<file path="src/rtl/exu_branch_unit.sv">
`default_nettype none
// ============================================================================
// exu_branch_unit : pipelined BRANCH/JAL/JALR resolver with redirect + drain
// Revision 1.0
// ============================================================================
module exu_branch_unit #(
    parameter int XLEN      = 32,
    parameter int PC_W      = 32,
    parameter int C_EXT     = 0,
    parameter int DRAIN_CYC = 2,
    parameter int CNT_W     = 16
) (
    input  logic             clk,
    input  logic             rst_n,
    input  logic             req_vld_i,
    output logic             req_rdy_o,
    input  logic [1:0]       req_kind_i,
    input  logic [2:0]       req_funct3_i,
    input  logic [PC_W-1:0]  req_pc_i,
    input  logic [XLEN-1:0]  req_imm_i,
    input  logic [XLEN-1:0]  req_rs1_i,
    input  logic [XLEN-1:0]  req_rs2_i,
    input  logic [4:0]       req_rd_i,
    input  logic             req_ilen2_i,
    input  logic             req_pred_taken_i,
    input  logic [PC_W-1:0]  req_pred_pc_i,
    input  logic             flush_i,
    output logic             rsp_vld_o,
    input  logic             rsp_rdy_i,
    output logic [PC_W-1:0]  rsp_pc_o,
    output logic [PC_W-1:0]  rsp_target_pc_o,
    output logic             rsp_taken_o,
    output logic             rsp_pred_true_o,
    output logic [1:0]       rsp_exc_o,
    output logic             gpr_wen_o,
    output logic [4:0]       gpr_waddr_o,
    output logic [XLEN-1:0]  gpr_wdata_o,
    output logic             redirect_vld_o,
    output logic [PC_W-1:0]  redirect_pc_o,
    output logic [CNT_W-1:0] cnt_br_o,
    output logic [CNT_W-1:0] cnt_mis_o
);

    typedef enum logic [0:0] {
        ST_RUN   = 1'b0,
        ST_DRAIN = 1'b1
    } state_e;

    localparam logic [1:0] KIND_BR   = 2'd0;
    localparam logic [1:0] KIND_JAL  = 2'd1;
    localparam logic [1:0] KIND_JALR = 2'd2;
    localparam logic [1:0] KIND_RSV  = 2'd3;
    localparam logic [3:0] DRAIN_INIT = 4'(DRAIN_CYC);

    state_e           state_q, state_d;
    logic [3:0]       drain_q, drain_d;

    logic             rsp_vld_q;
    logic [PC_W-1:0]  rsp_pc_q, rsp_tgt_q;
    logic             rsp_taken_q, rsp_pt_q, rsp_link_en_q, rsp_redir_q;
    logic [1:0]       rsp_exc_q;
    logic [4:0]       rsp_rd_q;
    logic [XLEN-1:0]  rsp_link_q;
    logic [CNT_W-1:0] cnt_br_q, cnt_mis_q;

    logic             accept, rsp_hs, redirect;
    logic [PC_W-1:0]  step, seq_pc, rel_pc, jalr_pc, tgt;
    logic [XLEN-1:0]  jalr_sum;
    logic             cond, f3_ill, illegal, taken, misal, pred_true;
    logic [1:0]       exc;

    assign req_rdy_o = (state_q == ST_RUN) & (~rsp_vld_q | rsp_rdy_i) & ~flush_i;
    assign accept    = req_vld_i & req_rdy_o;
    // flush kills the handshake outright: no write-back, redirect or counting
    assign rsp_hs    = rsp_vld_q & rsp_rdy_i & ~flush_i;
    assign redirect  = rsp_hs & rsp_redir_q;

    assign step     = ((C_EXT != 0) && req_ilen2_i) ? PC_W'(2) : PC_W'(4);
    assign seq_pc   = req_pc_i + step;
    assign rel_pc   = req_pc_i + req_imm_i[PC_W-1:0];
    assign jalr_sum = req_rs1_i + req_imm_i;
    assign jalr_pc  = jalr_sum[PC_W-1:0] & ~PC_W'(1);

    always_comb begin
        cond   = 1'b0;
        f3_ill = 1'b0;
        case (req_funct3_i)
            3'b000:  cond = (req_rs1_i == req_rs2_i);
            3'b001:  cond = (req_rs1_i != req_rs2_i);
            3'b100:  cond = ($signed(req_rs1_i) <  $signed(req_rs2_i));
            3'b101:  cond = ($signed(req_rs1_i) >= $signed(req_rs2_i));
            3'b110:  cond = (req_rs1_i <  req_rs2_i);
            3'b111:  cond = (req_rs1_i >= req_rs2_i);
            default: f3_ill = 1'b1;
        endcase

        illegal = (req_kind_i == KIND_RSV) | ((req_kind_i == KIND_BR) & f3_ill);
        taken   = 1'b0;
        tgt     = seq_pc;
        case (req_kind_i)
            KIND_BR: begin
                taken = cond & ~f3_ill;
                tgt   = taken ? rel_pc : seq_pc;
            end
            KIND_JAL: begin
                taken = 1'b1;
                tgt   = rel_pc;
            end
            KIND_JALR: begin
                taken = 1'b1;
                tgt   = jalr_pc;
            end
            default: begin
                taken = 1'b0;
                tgt   = seq_pc;
            end
        endcase

        misal     = taken & tgt[1] & (C_EXT == 0);
        exc       = {illegal, misal};
        pred_true = taken ? (req_pred_taken_i & (tgt == req_pred_pc_i)) : ~req_pred_taken_i;
    end

    always_ff @(posedge clk or negedge rst_n) begin
        if (!rst_n) begin
            rsp_vld_q     <= 1'b0;
            rsp_pc_q      <= '0;
            rsp_tgt_q     <= '0;
            rsp_taken_q   <= 1'b0;
            rsp_pt_q      <= 1'b0;
            rsp_exc_q     <= 2'b00;
            rsp_link_en_q <= 1'b0;
            rsp_redir_q   <= 1'b0;
            rsp_rd_q      <= 5'd0;
            rsp_link_q    <= '0;
        end else if (flush_i) begin
            rsp_vld_q <= 1'b0;
        end else if (accept) begin
            rsp_vld_q     <= 1'b1;
            rsp_pc_q      <= req_pc_i;
            rsp_tgt_q     <= tgt;
            rsp_taken_q   <= taken;
            rsp_pt_q      <= pred_true;
            rsp_exc_q     <= exc;
            rsp_link_en_q <= ((req_kind_i == KIND_JAL) | (req_kind_i == KIND_JALR))
                             & (req_rd_i != 5'd0) & (exc == 2'b00);
            rsp_redir_q   <= ~pred_true & (exc == 2'b00);
            rsp_rd_q      <= req_rd_i;
            rsp_link_q    <= XLEN'(seq_pc);
        end else if (rsp_hs) begin
            rsp_vld_q <= 1'b0;
        end
    end

    // Drain count is loaded with DRAIN_CYC so req_rdy stays low exactly that many cycles
    always_comb begin
        state_d = state_q;
        drain_d = drain_q;
        if (flush_i) begin
            state_d = ST_RUN;
            drain_d = 4'd0;
        end else if (state_q == ST_RUN) begin
            if (redirect && (DRAIN_INIT != 4'd0)) begin
                state_d = ST_DRAIN;
                drain_d = DRAIN_INIT;
            end
        end else begin
            drain_d = drain_q - 4'd1;
            if (drain_q <= 4'd1) begin
                state_d = ST_RUN;
                drain_d = 4'd0;
            end
        end
    end

    always_ff @(posedge clk or negedge rst_n) begin
        if (!rst_n) begin
            state_q   <= ST_RUN;
            drain_q   <= 4'd0;
            cnt_br_q  <= '0;
            cnt_mis_q <= '0;
        end else begin
            state_q <= state_d;
            drain_q <= drain_d;
            if (rsp_hs && (rsp_exc_q == 2'b00) && !(&cnt_br_q))
                cnt_br_q <= cnt_br_q + 1'b1;
            if (redirect && !(&cnt_mis_q))
                cnt_mis_q <= cnt_mis_q + 1'b1;
        end
    end

    assign rsp_vld_o       = rsp_vld_q;
    assign rsp_pc_o        = rsp_pc_q;
    assign rsp_target_pc_o = rsp_tgt_q;
    assign rsp_taken_o     = rsp_taken_q;
    assign rsp_pred_true_o = rsp_pt_q;
    assign rsp_exc_o       = rsp_exc_q;
    assign gpr_wen_o       = rsp_hs & rsp_link_en_q;
    assign gpr_waddr_o     = rsp_rd_q;
    assign gpr_wdata_o     = rsp_link_q;
    assign redirect_vld_o  = redirect;
    assign redirect_pc_o   = rsp_tgt_q;
    assign cnt_br_o        = cnt_br_q;
    assign cnt_mis_o       = cnt_mis_q;

endmodule
`default_nettype wire
</file>
<file path="config.mk">
export PLATFORM = sky130hd
export DESIGN_NAME = exu_branch_unit
export DESIGN_NICKNAME = d
export VERILOG_FILES = /design/src/rtl/exu_branch_unit.sv
export SDC_FILE = /design/constraint.sdc
export NUM_CORES = 1
export LEC_CHECK = 0
export CAP_MARGIN = 15
export CORE_AREA = 3 3 160 162
export CTS_BUF_LIST = sky130_fd_sc_hd__clkbuf_2
export CTS_CLUSTER_SIZE = 14
export DETAILED_ROUTE_END_ITERATION = 6
export DIE_AREA = 0 0 163 165
export HOLD_SLACK_MARGIN = 0.1
export PLACE_DENSITY = 0.86
export SKIP_CTS_REPAIR_TIMING = 1
export SLEW_MARGIN = 40
export SYNTH_ARGS = -nofsm -noshare
export SYNTH_HDL_FRONTEND = slang
export SYNTH_SLANG_ARGS = --single-unit
</file>
<file path="constraint.sdc">
create_clock -name clk -period 2.95 [get_ports clk]
set_clock_uncertainty 0.2 [all_clocks]
set_input_delay 0.59 -clock clk [delete_from_list [all_inputs] [get_ports clk]]
set_output_delay 0.59 -clock clk [all_outputs]
set_load 0.01 [all_outputs]
</file>
Word level (Yosys, flattened, before mapping)
Index checks and enable logic that the tools add are counted.
{"block": "totals", "regBits": 145, "latchBits": 0, "ram_bits": 0, "romBits": 0, "input_bits": 177, "out_inout_bits": 173, "n_memories": 0}
{"block": "classes", "addsub": 6, "n_mul": 0, "div_mod_pow": 0, "magnitude_cmp": 5, "n_eq_ne": 11, "shifts": 0, "mux": 17, "bitwise_logic": 22, "n_reduce_logical": 17}
{"cell": "case mux 32 bit (3 select lines)", "count": 1}
{"cell": "adder 32 bit", "count": 2}
{"cell": "== test 32 bit", "count": 2}
{"cell": "greater-or-equal comparator 32 bit", "count": 2}
{"cell": "less-than comparator 32 bit", "count": 2}
{"cell": "adder 16 x 1 -> 16 bit, second input constant", "count": 2}
{"cell": "adder 32 x 3 -> 32 bit, second input constant", "count": 1}
{"cell": "two-way mux 32 bit", "count": 1}
{"cell": "inequality test 32 bit", "count": 1}
{"cell": "AND reduction 16 bit", "count": 2}
{"cell": "two-way mux 4 bit", "count": 4}
{"cell": "AND 1 bit", "count": 14}
{"cell": "== test 3 bit, second input constant", "count": 4}
{"cell": "two-way mux 1 bit", "count": 9}
{"cell": "logical NOT 2 bit", "count": 3}
{"cell": "case mux 1 bit (6 select lines)", "count": 1}
{"cell": "nonzero test 3 bit", "count": 2}
{"cell": "OR reduction 6 bit", "count": 1}
{"cell": "inverter 1 bit", "count": 5}
{"cell": "nonzero test 5 bit", "count": 1}
{"cell": "== test 2 bit, second input constant", "count": 2}
{"cell": "<= comparator 4 x 1 -> 1 bit, second input constant", "count": 1}
{"cell": "subtractor 4 x 1 -> 4 bit, second input constant", "count": 1}
{"cell": "== test 3 x 1 -> 1 bit, second input constant", "count": 1}
{"cell": "other kinds (8)", "count": 13}

Longest topological paths before layout
Gate-level depths: netlist of the first run.
{"block": "logic_depth", "ltp_word": 10, "depth_mapped": 16, "mapped_depth_nobuf": 15}

Worst setup path before layout of the first run
Ideal clock, no wire load.
{"block": "synth_path", "path_type": "input to register", "startpoint": "input req_rs2_i[19]", "endpoint": "register rsp_redir_q", "setup_time_ps": 121, "t_arrival_ps": 4253, "setup_slack_ps": -1624, "path_stages": 16, "path_buffers": 1, "path_cell_list": "inv_1 ha_1 nand4_1 nor4_2 a21o_1 o311ai_4 o22ai_2 o311a_1 nor2_2 buf_2 o221a_2 xnor2_1 or4_1 nor4_1 nand4_1 a22o_1"}
{"block": "synth_between", "elab_chain_len": 10, "word_cells_on_any_way": 18, "classes_between": "4 x order compare; 3 x eq/ne; 5 x mux; 5 x bitwise; 1 x reduce/logical"}
{"element": "start, declared", "line": "22", "rtl": "input logic [XLEN-1:0] req_rs2_i,"}
{"element": "greater-or-equal comparator 32 bit, or another cell as far along", "line": "93", "rtl": "3'b111: cond = (req_rs1_i >= req_rs2_i);"}
{"element": "case mux 1 bit (6 select lines) (*)", "line": "87", "rtl": "case (req_funct3_i)"}
{"element": "AND 1 bit (*)", "line": "102", "rtl": "taken = cond & ~f3_ill;"}
{"element": "two-way mux 32 bit", "line": "103", "rtl": "tgt = taken ? rel_pc : seq_pc;"}
{"element": "case mux 32 bit (3 select lines)", "line": "100", "rtl": "case (req_kind_i)"}
{"element": "== test 32 bit", "line": "121", "rtl": "pred_true = taken ? (req_pred_taken_i & (tgt == req_pred_pc_i)) : ~req_pred_taken_i;"}
{"element": "AND 1 bit", "line": "121"}
{"element": "two-way mux 1 bit", "line": "121"}
{"element": "inverter 1 bit", "line": "147", "rtl": "rsp_redir_q <= ~pred_true & (exc == 2'b00);"}
{"element": "AND 1 bit (*)", "line": "147"}
{"element": "end signal, assigned", "line": "147"}
{"element": "end, declared", "line": "60", "rtl": "logic rsp_taken_q, rsp_pt_q, rsp_link_en_q, rsp_redir_q;"}
Mark *: on every way between the ends. The rest lies on a longest branch, timed or not.
A chain may end at the register's enable or synchronous reset.

Final worst setup path of the first run
Same ends and word-level chain as after synthesis.

==> impl_metrics.toml, run 1 <==
[cts]
clock_path_buffers = 2
clock_latency_ns = 0.75
cts_buffers = 17
cts_tree = "done"
htree_levels = 4
cts_num_sinks = 143
clk_pin_slew_ns = 0.27
cts_root_buffer = "clkbuf_2"

[worst_setup_path]
path_class = "in -> reg"
worstPathArrival_ns = 4.81
r2r_end = "cnt_br_o[13]"
ff2ff_path_depth = 8
cp.required_ns = 3.40
cp_max_fo = 7
rr_startpoint = "cnt_br_o[7]"
r2r_slack_ns = 0.33
endpoint_kind = "flop"
crit_path_start = "req_rs2_i[19]"
crit_path_start_kind = "input port"

[timing]
max_freq_mhz = 229
setup_ws_ns = -1.41
setup_violations = 36
tightest_slew_ns = 0.703
grt_setup_unrepaired = "true"
slew_viol_final = 0
min_period_ns = 4.36
worst_slew_margin_rel_pct = 52.4
hold_violations = 0
fin_crit_sh_pct = 148

[final_layout]
layout-drive-gt1-share_pct = 35.5
utilization_pct = 88.2
nets = 2535
final_common_cell = "buf_4"
multi_input_area_um2 = 9340
seqCellArea_um2 = 3580
nFillCells = 1180
layout_common_cells = "buf_4, nand2_1, clkdlybuf4s50_1, dfrtp_1, nor2_1"
synthToLayoutAreaGrowth_pct = 77.5

[floorplanning]
coreArea_um2 = 24200
fp.dieH_um = 165
pin_count = 350
initial_utilization_pct = 49.7
fp.dieW_um = 163
rows = 57
dieArea_um2 = 26900

[yosys]
seq_area_frac_synth_pct = 29.7
syn_area_um2 = 12100
ys.flop_type = "dfrtp_1"
synthesis.nets = 1750
synth-seq-cells = 143
ys_warn_count = 0
synth-edff-count = 0
synth-async-reset-ratio_pct = 100
syn_avg_cell_area_um2 = 8.21
syn_inst = 1469
synth_cell_types = 76

[run]
cap_violations = 0

[placement]
pre_cts_slack_ns = -2.40
place_congestion = 1.04
io_buffers = 348
dp_hpwl_um = 44800

[grt]
antenna_found_initial = 1
overflow = 0
grt_pass1_wl_um = 80500
grt_usage_pct = 38.3
grt_pass1_vias = 14600
grt_max_degree = 62

[drt]
routed_wl_um = 64800
via_per_inst = 6.39
wire_per_inst_um = 25.0
drc = 1
drtPass1Iterations = 7
first_iter_violations = 2467
vias = 16600
ant_nets = 0

[power_and_ir_drop]
p_leak_nw = 10.4
peakVddDrop_mv = 0.293
cellPowerDensity_nw_per_um2 = 405
p_total_mw = 8.67

[hold_path]
hold_class = "in -> async"

[status]
status = "complete, but fails checks"
violations = "DRC, setup timing"
logic make-up (layout without fill, tap and decap cells):
| family | count (synthesis) | after routing | synth area share (%) |
|---|---|---|---|
| adder cells (fa/ha/maj) | 104 | 104 | 10.9 |
| XOR/XNOR | 139 | 139 | 10.1 |
| buffers and inverters | 144 | 941 | 5.56 |
| multiplexers | 14 | 15 | 1.19 |
| flip-flops | 143 | 143 | 29.7 |
| AND/OR/NAND/NOR | 560 | 560 | 21.5 |
| other | 0 | 2 | 0 |
| AO/OA/AOI/OAI | 365 | 365 | 21.0 |
synth_stat cells, types with 4 or more instances:
cell type / count / share of area, %
a2111oi_0: 6 / 0.44
a22o_1: 6 / 0.44
nand3_1: 43 / 1.8
o22ai_1: 7 / 0.36
nor4_1: 5 / 0.26
nor2_1: 90 / 2.8
o221a_2: 6 / 0.56
a221oi_1: 10 / 0.73
a222oi_1: 6 / 0.50
ha_1: 102 / 11
or3_1: 7 / 0.36
o21bai_1: 9 / 0.56
or4_1: 12 / 0.75
a221o_1: 5 / 0.42
o211ai_1: 10 / 0.62
a31o_2: 4 / 0.29
clkbuf_1: 47 / 1.5
and4_1: 4 / 0.29
xnor2_1: 77 / 5.6
a21o_1: 37 / 2.3
a22oi_1: 7 / 0.44
a311oi_1: 4 / 0.29
a31oi_1: 10 / 0.52
nand4_1: 26 / 1.3
buf_4: 34 / 2.1
nor2b_1: 11 / 0.57
a211oi_1: 19 / 1.2
and2_1: 14 / 0.73
nand2_1: 274 / 8.5
o221ai_1: 7 / 0.51
xor2_1: 62 / 4.5
inv_1: 61 / 1.9
dfrtp_1: 143 / 30
nand2b_1: 8 / 0.42
o21ai_0: 91 / 3.8
nor3_1: 19 / 0.79
o31ai_1: 9 / 0.56
o21a_1: 13 / 0.81
a21oi_1: 64 / 2.7
mux2i_1: 11 / 0.91
and3_1: 30 / 1.6
where the power goes:
group	internal, mW	total (mW)	switching (mW)
clock	0.337	1.21	0.869
combinational	2.50	4.92	2.42
sequential	2.26	2.54	0.283
per-stage QoR:
step | setup TNS (ns) | hold WS (ns) | area (um^2) | cells
floorplan | -13.42 | 0.0944 | 12400 | 1469
global placement | -48.39 | 0.258 | 19300 | 2501
detailed placement | -53.55 | 0.265 | 19300 | 2501
CTS | -21.85 | -0.458 | 19500 | 2533
global route | -13.80 | 0.121 | 21400 | 2593
finish | -12.10 | 0.130 | 21400 | 2593
area by class of cell:
type,instances,share of cell area (%)
multi-input combinational,1183,43.6
timing repair buffer,848,35.5
sequential,143,16.7
tap,324,1.89
inverter,61,1.16
clock inverter,14,0.672
clock buffer,18,0.421
antenna,2,0.0234
worst max-delay path: stages:
cell            delay [ns]
dlymetal6s2s_1        0.14
inv_2                 0.07
ha_4                  0.28
nand4_1               0.24
or4_4                 0.61
o21ai_4               0.19
o211a_4               0.22
nor2_4                0.06
buf_4                 0.15
o311a_4               0.35
nor2_4                0.20
buf_6                 0.16
o221a_4               0.21
xnor2_1               0.08
or4_4                 0.58
nor4_4                0.30
nand4_1               0.16
a22o_1                0.22
per-layer routing:
metal	track usage, %	part of all wire, %
met1	46.9	34
met2	66.7	47
met3	7.57	11
met4	14.9	8.3
met5	0	0
flip-flops by register name, summed over array words and instances, names as in the netlist:
name             cells
rsp_redir_q          1
rsp_pred_true_o      1
gpr_waddr_o          5
redirect_pc_o       32
rsp_taken_o          1
drain_q              4
rsp_pc_o            32
rsp_vld_o            1
cnt_br_o            16
cnt_mis_o           16
gpr_wdata_o         30
rsp_exc_o            2
rsp_link_en_q        1
state_q              1
worst max path at each step:
stage / end / cells after the start
final: rsp_redir_q / 18
after global routing: rsp_redir_q / 17
after CTS: rsp_redir_q / 16
after detailed placement: rsp_redir_q / 16
after global placement: rsp_redir_q / 17
after floorplan: rsp_redir_q / 16
No activity file was read; power rests on OpenSTA's default activity.
==> run 2, diff against run 1 <==
--- a/config.mk
+++ b/config.mk
@@ -11,9 +11,8 @@
 export CTS_CLUSTER_SIZE = 14
 export DETAILED_ROUTE_END_ITERATION = 6
 export DIE_AREA = 0 0 163 165
-export HOLD_SLACK_MARGIN = 0.1
-export PLACE_DENSITY = 0.86
-export SKIP_CTS_REPAIR_TIMING = 1
+export HOLD_SLACK_MARGIN = 0.12
+export PLACE_DENSITY = 0.93
 export SLEW_MARGIN = 40
 export SYNTH_ARGS = -nofsm -noshare
 export SYNTH_HDL_FRONTEND = slang
==> impl_metrics.toml, run 2 <==
[yosys]
synth-seq-cells = 143
syn_area_um2 = 12100
synth_cell_types = 76
synth-edff-count = 0
synth_top_cell_area_share_pct = 29.7
yosysMostFrequentCell = "nand2_1"
ys_warn_count = 0
seq_area_frac_synth_pct = 29.7
synth_area_leaders = "dfrtp_1, ha_1, nand2_1, xnor2_1, xor2_1"
synthesis.nets = 1750
syn_inst = 1469
synth_top_area_cell = "dfrtp_1"
synth-async-reset-ratio_pct = 100
ys.flop_type = "dfrtp_1"
ys_top_cells_by_count = "nand2_1, dfrtp_1, ha_1, o21ai_0, nor2_1"
syn_avg_cell_area_um2 = 8.21

[placement]
place_congestion = 1.13
io_buffers = 348
pre_cts_slack_ns = -2.36
dp_hpwl_um = 46600
dpl-instance-area_um2 = 19100

[grt]
grt_pass1_wl_um = 136000
overflow = 33
grt_usage_pct = 68.0
grt_pass1_vias = 20900
grt_max_degree = 81

[status]
stop_error = "[ERROR GRT-0116] Global routing finished with congestion. Check the congestion regions in the DRC Viewer."
lastStage = "5_1_grt"
status = "stopped before the end"

[floorplanning]
initial_utilization_pct = 49.7
fp.dieH_um = 165
pin_count = 350
rows = 57
fp.dieW_um = 163

[cts]
cts_buffers = 17
cts_root_buffer = "clkbuf_2"
clock_path_buffers = 2
htree_levels = 4
cts_num_sinks = 143
[run 2: cell counts after synthesis]
No cell type changed its count.
[run 2: cell families after synthesis]
family | Yosys count | synth area share [%]
adders and majority gates | 104 | 10.9
AOI/OAI and AO/OA | 365 | 21.0
and+or+nand+nor | 560 | 21.5
DFF | 143 | 29.7
muxes | 14 | 1.19
buffers and inverters | 144 | 5.56
xor gates and xnor gates | 139 | 10.1
[run 2: repair_timing]
item	CTS
gates cloned	2
setup endpoints to repair	39
pin swaps	144
buffers inserted	77
hold endpoints to repair	145
hold buffers	5
gates resized for setup	533
[run 2: per-layer routing]
metal,overflow,GRT usage [%]
met5,0,22.3
met4,18,64.6
met2,11,86.3
met3,3,54.6
met1,1,66.4
[run 2: per-stage QoR]
step | cells | TNS, ns
4_1_cts | 2588 | -4.61
3_3_place_gp | 2476 | -46.98
2_1_floorplan | 1469 | -13.42
3_5_place_dp | 2476 | -51.92
==> run 3, diff against run 2 <==
==> config.mk (replaced) <==
export PLATFORM = sky130hd
export DESIGN_NAME = exu_branch_unit
export DESIGN_NICKNAME = d
export VERILOG_FILES = /design/src/rtl/exu_branch_unit.sv
export SDC_FILE = /design/constraint.sdc
export NUM_CORES = 1
export LEC_CHECK = 0
export CAP_MARGIN = 15
export CORE_AREA = 3 3 178 180
export DETAILED_ROUTE_END_ITERATION = 6
export DIE_AREA = 0 0 181 183
export PLACE_DENSITY_LB_ADDON = 0.15
export SLEW_MARGIN = 40
export SYNTH_ARGS = -nofsm -noshare
export SYNTH_HDL_FRONTEND = slang
export SYNTH_SLANG_ARGS = --single-unit
==> impl_metrics.toml, run 3 (synthesis gave the netlist of run 1 again) <==
[status]
status = "complete, but fails checks"
violations = "setup timing"

[grt]
grt_pass1_wl_um = 80500
grt_usage_pct = 31.0
overflow = 0
grt_pass1_vias = 14500
grt_max_degree = 63
antenna_found_initial = 2

[worst_setup_path]
max_stage_delay_ns = 0.55
cpLargestDelayFamily = "simple AND/OR/NAND/NOR gates"
critPathSlowestCell = "or4_4"
crit_path_start_kind = "input port"
ff2ff_path_depth = 8
endpoint_kind = "flop"
rr_startpoint = "cnt_br_o[7]"
path_cells = "clkdlybuf4s15_2 > ha_4 > nand4_1 > or4_4 > o21ai_4 > o211a_4 > nor2_4 > o311ai_4 > nand2_4 > buf_6 > buf_4 > a221o_1 > xor2_1 > or4_4 > nor4_4 > nand4_1 > a22o_1"
cp.required_ns = 3.08
cp_max_fo = 5
path_class = "in -> reg"
path_buf_inv = 3
r2r_slack_ns = 0.46
worstPathArrival_ns = 4.53
r2r_end = "cnt_br_o[15]"

[cts]
cts_tree = "done"
cts_num_sinks = 143
clock_latency_ns = 0.44
cts_buffers = 17
clk_pin_slew_ns = 0.06
cts_root_buffer = "clkbuf_16"
htree_levels = 4
clock_path_buffers = 2

[final_layout]
final_common_cell = "buf_4"
layout-drive-gt1-share_pct = 37.1
layout_common_cells = "buf_4, nand2_1, clkdlybuf4s50_1, dfrtp_1, nor2_1"
synthToLayoutAreaGrowth_pct = 80.5
fin_cells = 2665
nets = 2537

[drt]
drc = 0
first_iter_violations = 873
ant_nets = 0
via_per_inst = 5.40
drtPass1Iterations = 5
vias = 14400
wire_per_inst_um = 20.1
routed_wl_um = 53500

[run]
cap_violations = 0

[timing]
hold_violations = 0
slew_viol_final = 0
setup_ws_ns = -1.46
setup_violations = 37
min_period_ns = 4.41
grt_setup_unrepaired = "true"
tightest_slew_ns = 0.651
max_freq_mhz = 227
fin_crit_sh_pct = 149
worst_slew_margin_rel_pct = 55.9
timing.hold.ws_ns = 0.272

[hold_path]
hold_class = "reg -> reg"
hold_end = "gpr_waddr_o[4]"
whs_path_depth = 2
worstHoldStart = "gpr_waddr_o[4]"

[placement]
place_congestion = 0.947
dp_cells = 2580
dp_hpwl_um = 43300
pre_cts_slack_ns = -2.42
io_buffers = 348

[floorplanning]
pin_count = 350
fp.dieW_um = 181
dieArea_um2 = 33100
rows = 64
coreArea_um2 = 30300
fp.dieH_um = 183
initial_utilization_pct = 39.7

[power_and_ir_drop]
p_leak_nw = 10.1
peakVddDrop_mv = 0.383
cellPowerDensity_nw_per_um2 = 437
[run 3: how the worst max path moves through the flow]
stage | cells after the start | slack (ns) | end | startpoint
5_1_grt | 18 | -1.58 | rsp_redir_q | req_rs2_i[16]
6_report | 17 | -1.46 | rsp_redir_q | req_rs1_i[17]
3_5_place_dp | 17 | -2.42 | rsp_redir_q | req_rs2_i[10]
4_1_cts | 18 | -1.39 | rsp_redir_q | req_rs2_i[10]
2_1_floorplan | 16 | -1.40 | rsp_redir_q | req_rs2_i[10]
3_3_place_gp | 17 | -2.37 | rsp_redir_q | req_rs2_i[10]
[run 3: cell type report]
| class | count | area [um^2] |
|---|---|---|
| sequential | 143 | 3580 |
| clock buffer | 19 | 443 |
| antenna | 1 | 2.50 |
| fill | 2332 | 8590 |
| clock inverter | 12 | 158 |
| inverter | 61 | 249 |
| timing repair buffer | 850 | 7340 |
| multi-input combinational | 1183 | 9500 |
| tap | 396 | 495 |
[run 3: worst register-to-register path, stage by stage, from the launching register on]
cell and delay, ns:
dfrtp_1 0.43, and3_1 0.24, and3_1 0.25, nand4_1 0.16
o311a_1 0.42, and3_1 0.24, nand2b_1 0.20, nor2_1 0.09
xor2_1 0.14
[run 3: per-layer routing]
metal  track usage (%)  share of wire (%)
met5                 0              0.021
met4              11.5                3.7
met3              4.17                6.3
met2              54.0                 49
met1              39.4                 41
[run 3: power breakdown]
group / internal [mW] / switching, mW / total, mW / leakage, nW
registers: 2.26 / 0.258 / 2.52 / 1.82
logic: 2.54 / 2.19 / 4.73 / 7.98
clock network: 1.36 / 0.899 / 2.25 / 0.298
[run 3: per-stage QoR]
stage | utilization [%] | TNS [ns] | instance area, um^2 | power (mW)
final | 71.7 | -16.97 | 21800 | 9.50
after global placement | 63.9 | -50.66 | 19400 | 6.66
after CTS | 70.0 | -15.01 | 21200 | 9.29
after floorplan | - | -13.42 | 12400 | 4.31
after detailed placement | 63.9 | -52.53 | 19400 | 6.71
after global routing | 71.7 | -20.98 | 21800 | 9.93
[run 3: timing repair]
action,in CTS,in global routing
gates resized for setup,446,103
setup endpoints to repair,37,38
hold buffers,1,0
hold endpoints to repair,58,0
buffers inserted,35,21
gates cloned,2,0
pin swaps,108,31
